$ cat config.mk
export PLATFORM = sky130hd
export DESIGN_NAME = seg7_scanner
export DESIGN_NICKNAME = d
export VERILOG_FILES = /design/src/rtl/seg7_scanner.sv
export SDC_FILE = /design/constraint.sdc
export NUM_CORES = 1
export LEC_CHECK = 0
export BUFFER_PORTS_ARGS = -buffer_cell sky130_fd_sc_hd__buf_2
export CAP_MARGIN = 20
export CORE_MARGIN = 5
export CORE_UTILIZATION = 40
export DETAILED_ROUTE_END_ITERATION = 12
export PLACE_DENSITY = 0.68
export SLEW_MARGIN = 20
export SYNTH_ARGS = -nofsm -noshare
export SYNTH_HDL_FRONTEND = slang
export SYNTH_SLANG_ARGS = --single-unit
$ cat constraint.sdc
create_clock -name clk -period 2.7 [get_ports clk]
set_clock_uncertainty 0.05 [all_clocks]
set_input_delay 0.81 -clock clk [delete_from_list [all_inputs] [get_ports clk]]
set_output_delay 0.81 -clock clk [all_outputs]
set_load 0.1 [all_outputs]
$ cat src/rtl/seg7_scanner.sv
`default_nettype none
//------------------------------------------------------------------------------
// Module      : seg7_scanner
// Description : Time-multiplexed driver for a 4-digit common-anode seven-
//               segment display. Shows a 16-bit value as four hex digits,
//               snapshotting the value once per frame so a scan never tears,
//               and pulses frame_done after every completed frame.
// Parameters  : CLK_DIV      - clk cycles each digit stays lit (2..2^20)
// Ports       : clk          - system clock, rising edge
//               reset        - asynchronous, active-low
//               enable       - 1 = scan, 0 = blank display and hold counters
//               data[15:0]   - value to display, sampled at frame start
//               an[3:0]      - digit anodes, active-low, an[0] rightmost
//               digitalTube[7:0] - segments, active-low, {dp,g,f,e,d,c,b,a}
//               frame_done   - one-cycle pulse after each completed frame
// Options     : SEG7_LEADING_ZERO_BLANK_EN - when defined, digits above the
//               most significant nonzero nibble are blanked (digit 0 never).
// Revision    : 1.0 - initial release
//------------------------------------------------------------------------------
module seg7_scanner #(
    parameter int CLK_DIV = 100000
) (
    input  logic        clk,
    input  logic        reset,
    input  logic        enable,
    input  logic [15:0] data,
    output logic [3:0]  an,
    output logic [7:0]  digitalTube,
    output logic        frame_done
);

    localparam int                 c_DIV_W    = (CLK_DIV > 1) ? $clog2(CLK_DIV) : 1;
    localparam logic [c_DIV_W-1:0] c_DIV_LAST = c_DIV_W'(CLK_DIV - 1);

    typedef enum logic [0:0] {
        IDLE = 1'b0,
        SCAN = 1'b1
    } state_t;

    state_t             r_state;
    logic [c_DIV_W-1:0] r_div;
    logic [1:0]         r_digit;
    logic [15:0]        r_snap;
    logic [3:0]         r_an;
    logic [7:0]         r_seg;
    logic               r_frame_done;

    logic [3:0]         w_nibble;
    logic [7:0]         w_seg;

    // Active-low segment patterns, decimal point always off.
    function automatic logic [7:0] f_decode(input logic [3:0] nib);
        logic [7:0] seg;
        case (nib)
            4'h0: seg = 8'hC0;
            4'h1: seg = 8'hF9;
            4'h2: seg = 8'hA4;
            4'h3: seg = 8'hB0;
            4'h4: seg = 8'h99;
            4'h5: seg = 8'h92;
            4'h6: seg = 8'h82;
            4'h7: seg = 8'hF8;
            4'h8: seg = 8'h80;
            4'h9: seg = 8'h90;
            4'hA: seg = 8'h88;
            4'hB: seg = 8'h83;
            4'hC: seg = 8'hC6;
            4'hD: seg = 8'hA1;
            4'hE: seg = 8'h86;
            default: seg = 8'h8E;
        endcase
        return seg;
    endfunction

    assign w_nibble = r_snap[{r_digit, 2'b00} +: 4];

`ifdef SEG7_LEADING_ZERO_BLANK_EN
    // Index of the most significant nonzero nibble; 0 when the snapshot is
    // all zero so that digit 0 always shows something.
    logic [1:0] w_msd;

    always_comb begin
        w_msd = 2'd0;
        if (r_snap[7:4]   != 4'h0) w_msd = 2'd1;
        if (r_snap[11:8]  != 4'h0) w_msd = 2'd2;
        if (r_snap[15:12] != 4'h0) w_msd = 2'd3;
    end

    assign w_seg = (r_digit > w_msd) ? 8'hFF : f_decode(w_nibble);
`else
    assign w_seg = f_decode(w_nibble);
`endif

    always_ff @(posedge clk or negedge reset) begin
        if (!reset) begin
            r_state      <= IDLE;
            r_div        <= '0;
            r_digit      <= 2'd0;
            r_snap       <= 16'h0000;
            r_an         <= 4'hF;
            r_seg        <= 8'hFF;
            r_frame_done <= 1'b0;
        end else begin
            case (r_state)
                IDLE: begin
                    r_an         <= 4'hF;
                    r_seg        <= 8'hFF;
                    r_frame_done <= 1'b0;
                    if (enable) begin
                        r_snap  <= data;
                        r_digit <= 2'd0;
                        r_div   <= '0;
                        r_state <= SCAN;
                    end
                end
                SCAN: begin
                    if (enable) begin
                        // Outputs follow the current digit/snapshot, so they
                        // lag any counter change by one cycle.
                        r_an         <= ~(4'b0001 << r_digit);
                        r_seg        <= w_seg;
                        r_frame_done <= 1'b0;
                        if (r_div == c_DIV_LAST) begin
                            r_div   <= '0;
                            r_digit <= r_digit + 2'd1;
                            // Last digit of the frame: take the next snapshot
                            // on the same edge the digit wraps to 0.
                            if (r_digit == 2'd3) begin
                                r_snap       <= data;
                                r_frame_done <= 1'b1;
                            end
                        end else begin
                            r_div <= r_div + c_DIV_W'(1);
                        end
                    end else begin
                        // Paused: blank, but keep div/digit/snap for resume.
                        r_an         <= 4'hF;
                        r_seg        <= 8'hFF;
                        r_frame_done <= 1'b0;
                    end
                end
                default: r_state <= IDLE;
            endcase
        end
    end

    assign an          = r_an;
    assign digitalTube = r_seg;
    // A pulse landing in a cycle where enable has already dropped is
    // suppressed: frame_done never shows while the display is paused.
    assign frame_done  = r_frame_done & enable;

endmodule
`default_nettype wire

Yosys cells after proc, flatten, opt, wreduce, memory -nomap -nowiden
Memories as Yosys holds them, arrays and structs flattened.
Cells that the tools add are included.
{"block": "totals", "out_inout_bits": 13, "register_bits": 49, "elab_cells": 47, "in_bits": 19, "n_memories": 1, "mem_bits_ro": 112}
{"name": "(name not given)", "depth": 16, "word_bits": 7, "rd": 1, "rd_ports_with_merged_regs": 0, "wr": 0, "line_no": "54", "rtl": "case (nib)"}
{"block": "classes", "n_mux": 23, "n_reduce_logical": 3, "n_bitwise": 3, "eq_ne": 6, "add_sub_neg": 2, "shift": 2}
{"op": "16-bit two-way mux", "count": 4}
{"op": "17-bit two-way mux", "count": 3}
{"op": "17-bit one-hot mux with 2 select lines", "count": 1}
{"op": "16-bit one-hot mux with 2 select lines", "count": 1}
{"op": "17-bit by 1-bit adder with 17-bit output, second input constant", "count": 1}
{"op": "17-bit equality test, second input constant", "count": 1}
{"op": "8-bit one-hot mux with 2 select lines", "count": 1}
{"op": "16-bit by 5-bit indexed part select with 4-bit output", "count": 1}
{"op": "8-bit two-way mux", "count": 1}
{"op": "4-bit one-hot mux with 2 select lines", "count": 1}
{"op": "2-bit two-way mux", "count": 3}
{"op": "1-bit two-way mux", "count": 5}
{"op": "4-bit two-way mux", "count": 1}
{"op": "2-bit by 1-bit inequality test with 1-bit output, second input constant", "count": 2}
{"op": "2-bit inequality test, second input constant", "count": 2}
{"op": "4-bit inverter", "count": 1}
{"op": "2-bit one-hot mux with 2 select lines", "count": 1}
{"op": "4-bit AND reduction", "count": 1}
{"op": "1-bit by 2-bit << shifter with 4-bit output, first input constant", "count": 1}
{"op": "3-bit AND reduction", "count": 1}
{"op": "2-bit by 1-bit adder with 2-bit output, second input constant", "count": 1}
{"op": "2-bit equality test, second input constant", "count": 1}
{"op": "1-bit one-hot mux with 2 select lines", "count": 1}
{"op": "2-bit AND reduction", "count": 1}
{"op": "2 further kinds", "count": 2}

Logic depth before layout (Yosys ltp)
{"block": "logic_depth", "word_depth": 5, "ltp_mapped": 8, "ltp_nobuf": 7}

Least setup slack after synthesis
No wires, ideal clock.
{"block": "synth_path", "kind": "input -> output", "from": "input enable", "to": "output frame_done", "n_path_buf": 2, "path_stages": 3, "t_required_ns": 1.840, "arrival_ns": 2.103, "setup_slack_ns": -0.263, "path_cell_list": "clkbuf_1 > clkbuf_1 > and2_1"}
{"block": "synth_between", "elab_chain_cells": 1}
{"item": "start, declared", "line_no": "25", "rtl": "input logic enable,"}
{"item": "1-bit AND", "line_no": "151", "rtl": "assign frame_done = r_frame_done & enable;"}
{"item": "end, declared", "line_no": "29", "rtl": "output logic frame_done"}
Every way passes these cells.

Final worst setup path
{"block": "layout_path", "from": "register r_div[8]", "to": "register r_div[7]"}
{"block": "layout_between", "elab_chain_cells": 4}
{"item": "start, declared", "line_no": "41", "rtl": "logic [c_DIV_W-1:0] r_div;"}
{"item": "start signal, assigned", "line_no": "133", "rtl": "r_div <= r_div + c_DIV_W'(1);"}
{"item": "17-bit equality test", "line_no": "123", "rtl": "if (r_div == c_DIV_LAST) begin"}
{"item": "17-bit two-way mux", "line_no": "123"}
{"item": "17-bit two-way mux", "line_no": "117", "rtl": "if (enable) begin"}
{"item": "17-bit one-hot mux with 2 select lines", "line_no": "104", "rtl": "case (r_state)"}
Every way passes these cells. The select of a mux whose other input is x is not followed.
A chain may end at the register's enable or synchronous reset.

==> run_results.csv <==
group,metric,value,unit
synth,synth_cell_types,44,
power_and_ir_drop,leakage,1.305,nW
synth,synth_edf_count,0,
setup_path,end_kind,"register",
setup_path,cpMostUsedCell,"or4_1",
synth,syn_inst,221,
timing,finalHoldViolations,0,
synth,yosys.area_share.xor_xnor,0.03601,
drt,antenna_left,0,
clock_tree,clk_pin_slew_worst_paths,90,ps
floorplanning,rows,28,
final_layout,diodes,0,
timing,fin_crit,2546,ps
drt,vias,1706,
synth,synth_area,2432,um2
synth,syn_nets,251,
synth,yosysSeqAreaShare,0.4995,
grt,grt_pass1_vias,1707,
drt,wl,4578,um
clock_tree,cts_setup_buffers,0,
clock_tree,cts_hold_buf,0,
grt,grt_max_degree,27,
synth,synth.area.mux_share,0.1235,
timing,drv_slew,0,
timing,finalWorstSetupSlack,154.1,ps
clock_tree,cts_tree,"yes",
power_and_ir_drop,vdd_drop_max,227.3,uV
power_and_ir_drop,power_density,591.1,nW/um2
drt,drc,0,
timing,finalSetupViolations,0,
place,port-buffer-count,30,
floorplanning,core_area,5921,um2
place,place_congestion,0.8205,
hold_path,hold_path.class,"input pin to asynchronous set/reset pin",
floorplanning,pin_count,32,
synth,synth_warnings,0,
floorplanning,die_area,7740,um2
synth,synth-compound-area-share,0.07870,
floorplanning,initial_core_util,0.4108,
clock_tree,cts_made_buffers,5,
setup_path,startpoint_type,"register",
place,hpwlAfterDp,3349,um
drt,dr.pass1.iters,4,
run,max_cap_viol_count,0,
synth,syn_area_per_cell,11.01,um2
grt,antenna_found_initial,0,
floorplanning,die_h,87.98,um
place,pre_cts_ws,159.6,ps
setup_path,worstReg2RegStart,"r_div[8]",
clock_tree,cts_sinks,48,
final_layout,final_layout_size_suffix_gt1_frac,0.3243,
setup_path,worst-path-max-fanout,5,
setup_path,crit_buf_inv,1,
final_layout,final_common_cell,"dfrtp_1",
grt,grt_pass1_wl,7955,um
timing,period_share,0.9429,
setup_path,critPathKind,"register to register",
clock_tree,cts_resized,0,
grt,grt-ovfl-total,0,
synth,ys_ff_latch,48,
setup_path,cp_top_family,"simple AND/OR/NAND/NOR gates",
final_layout,synthToLayoutAreaGrowth,16.56,%
timing,rsz0062_at_grt,"no",
timing,max_freq,392.8,MHz
setup_path,critPathSlowestCell,"or4b_1",
setup_path,worstPathArrival,2660,ps
floorplanning,die_x,87.98,um
synth,synth_top_family_by_area,"simple AND/OR/NAND/NOR gates",
setup_path,max_stage_delay,520,ps
synth,synthArstFlopShare,1.000,
drt,post_drt_wl_per_cell,13.71,um
setup_path,crit_path_start,"r_div[8]",
setup_path,worstPathRequired,2810,ps
synth,synth-simple-area-share,0.1739,
setup_path,crit_chain,"or4b_1 -> or4_1 -> or4_1 -> buf_4 -> nand4_1 -> o311ai_0",
drt,drtIter0Drc,81,
clock_tree,cts_buffer_depth,2,
synth,yosys.area_share.adder,0.05658,
synth,synthFlopType,"dfrtp_1",
final_layout,final_net_count,288,
outcome,status,"finished clean",
final_layout,final_cell_mix,"dfrtp_1, buf_2, nand2_1, nor2_1, mux2_2",
drt,via_per_inst,5.108,
clock_tree,clock_latency,290,ps
place,dp.cells,326,
final_layout,stdcell_count,334,
clock_tree,cts.htree.levels,2,
timing,fin_setup_tns,0,ps
grt,grt_use_total,0.1307,
clock_tree,cts_root_buf,"clkbuf_8",
[sequential cells by signal, indices dropped and copies added, names as in the netlist]
name / count
r_div: 17
r_snap: 16
digitalTube: 7
an: 4
r_digit: 2
r_frame_done: 1
r_state: 1
[synth_stat cells (all sizes together) (2+ instances only)]
cell,number,area (um2)
a21oi,4,20.02
a31oi,3,18.77
and2,2,12.51
and3,8,50.05
buf,4,21.27
clkbuf,6,22.52
dfrtp,37,925.9
dfstp,11,289.0
ha,11,137.6
inv,8,30.03
mux2,16,180.2
mux2i,3,30.03
mux4,4,90.09
nand2,21,78.83
nand2b,2,12.51
nand3,11,55.05
nand4,4,25.02
nor2,18,67.56
nor3,5,25.02
nor4b,2,17.52
o211ai,2,15.01
o21ai,6,30.03
o221ai,3,26.28
o22ai,2,12.51
o31ai,2,15.01
or4,2,15.01
xnor2,9,78.83
[worst register-to-register path: stages, from the launching register on]
cell	delay (ps)
dfrtp_1	440
or4b_1	520
or4_1	520
or4_1	490
buf_4	190
nand4_1	80
o311ai_0	130
[final cells by class]
class                      count  area (um2)
sequential                    48        1215
multi-input combinational    155        1145
timing repair buffer          40       240.2
clock buffer                   5       68.82
tap                           75       93.84
inverter                       8       30.03
fill                         545        3085
clock inverter                 3       42.54
[routing by layer]
metal  wire (um)  up-vias  global-route usage  share of wire
met5           0        -                   0              0
li1            -      854                   -              -
met4          26        0             0.04184         0.0057
met3         147        2             0.02822          0.032
met1        2204      826              0.1819           0.48
met2        2199       24              0.2041           0.48
[through the flow]
stage | utilization | area, um2 | power (W) | hold WS, ps
floorplan | - | 2434 | 0.001094 | 421.2
finish | 0.4789 | 2835 | 0.001676 | 252.3
global placement | 0.4601 | 2724 | 0.001173 | 435.0
detailed placement | 0.4601 | 2724 | 0.001179 | 440.7
global route | 0.4789 | 2835 | 0.001772 | 240.9
CTS | 0.4789 | 2835 | 0.001703 | 242.7
[logic make-up (layout without fill, tap and decap cells)]
| group | count (synthesis) | after routing |
|---|---|---|
| adder cells (fa/ha/maj) | 11 | 11 |
| multiplexers | 23 | 23 |
| flip-flops | 48 | 48 |
| other | 1 | 1 |
| buffers and inverters | 18 | 56 |
| AO/OA/AOI/OAI | 27 | 27 |
| AND/OR/NAND/NOR | 83 | 83 |
| XOR/XNOR | 10 | 10 |
[path summary, 6_finish.rpt]
| path | end | slack [ps] | cells past startpoint |
|---|---|---|---|
| min in group clk | r_snap[4] | 460 | 1 |
| max in group asynchronous | digitalTube[4] | 1790 | 2 |
| worst max register to register | r_div[7] | 150 | 6 |
| worst min-delay path | r_div[10] | 250 | 1 |
| worst max-delay path | r_div[7] | 150 | 6 |
| worst min register to register | r_snap[4] | 460 | 1 |
[power by group]
group          internal [W]  switching (W)  total, W
clock network      0.000274       0.000238  0.000512
registers          0.000796      0.0000481  0.000844
logic              0.000107       0.000213  0.000320
Power figures use the tool's default switching activity.
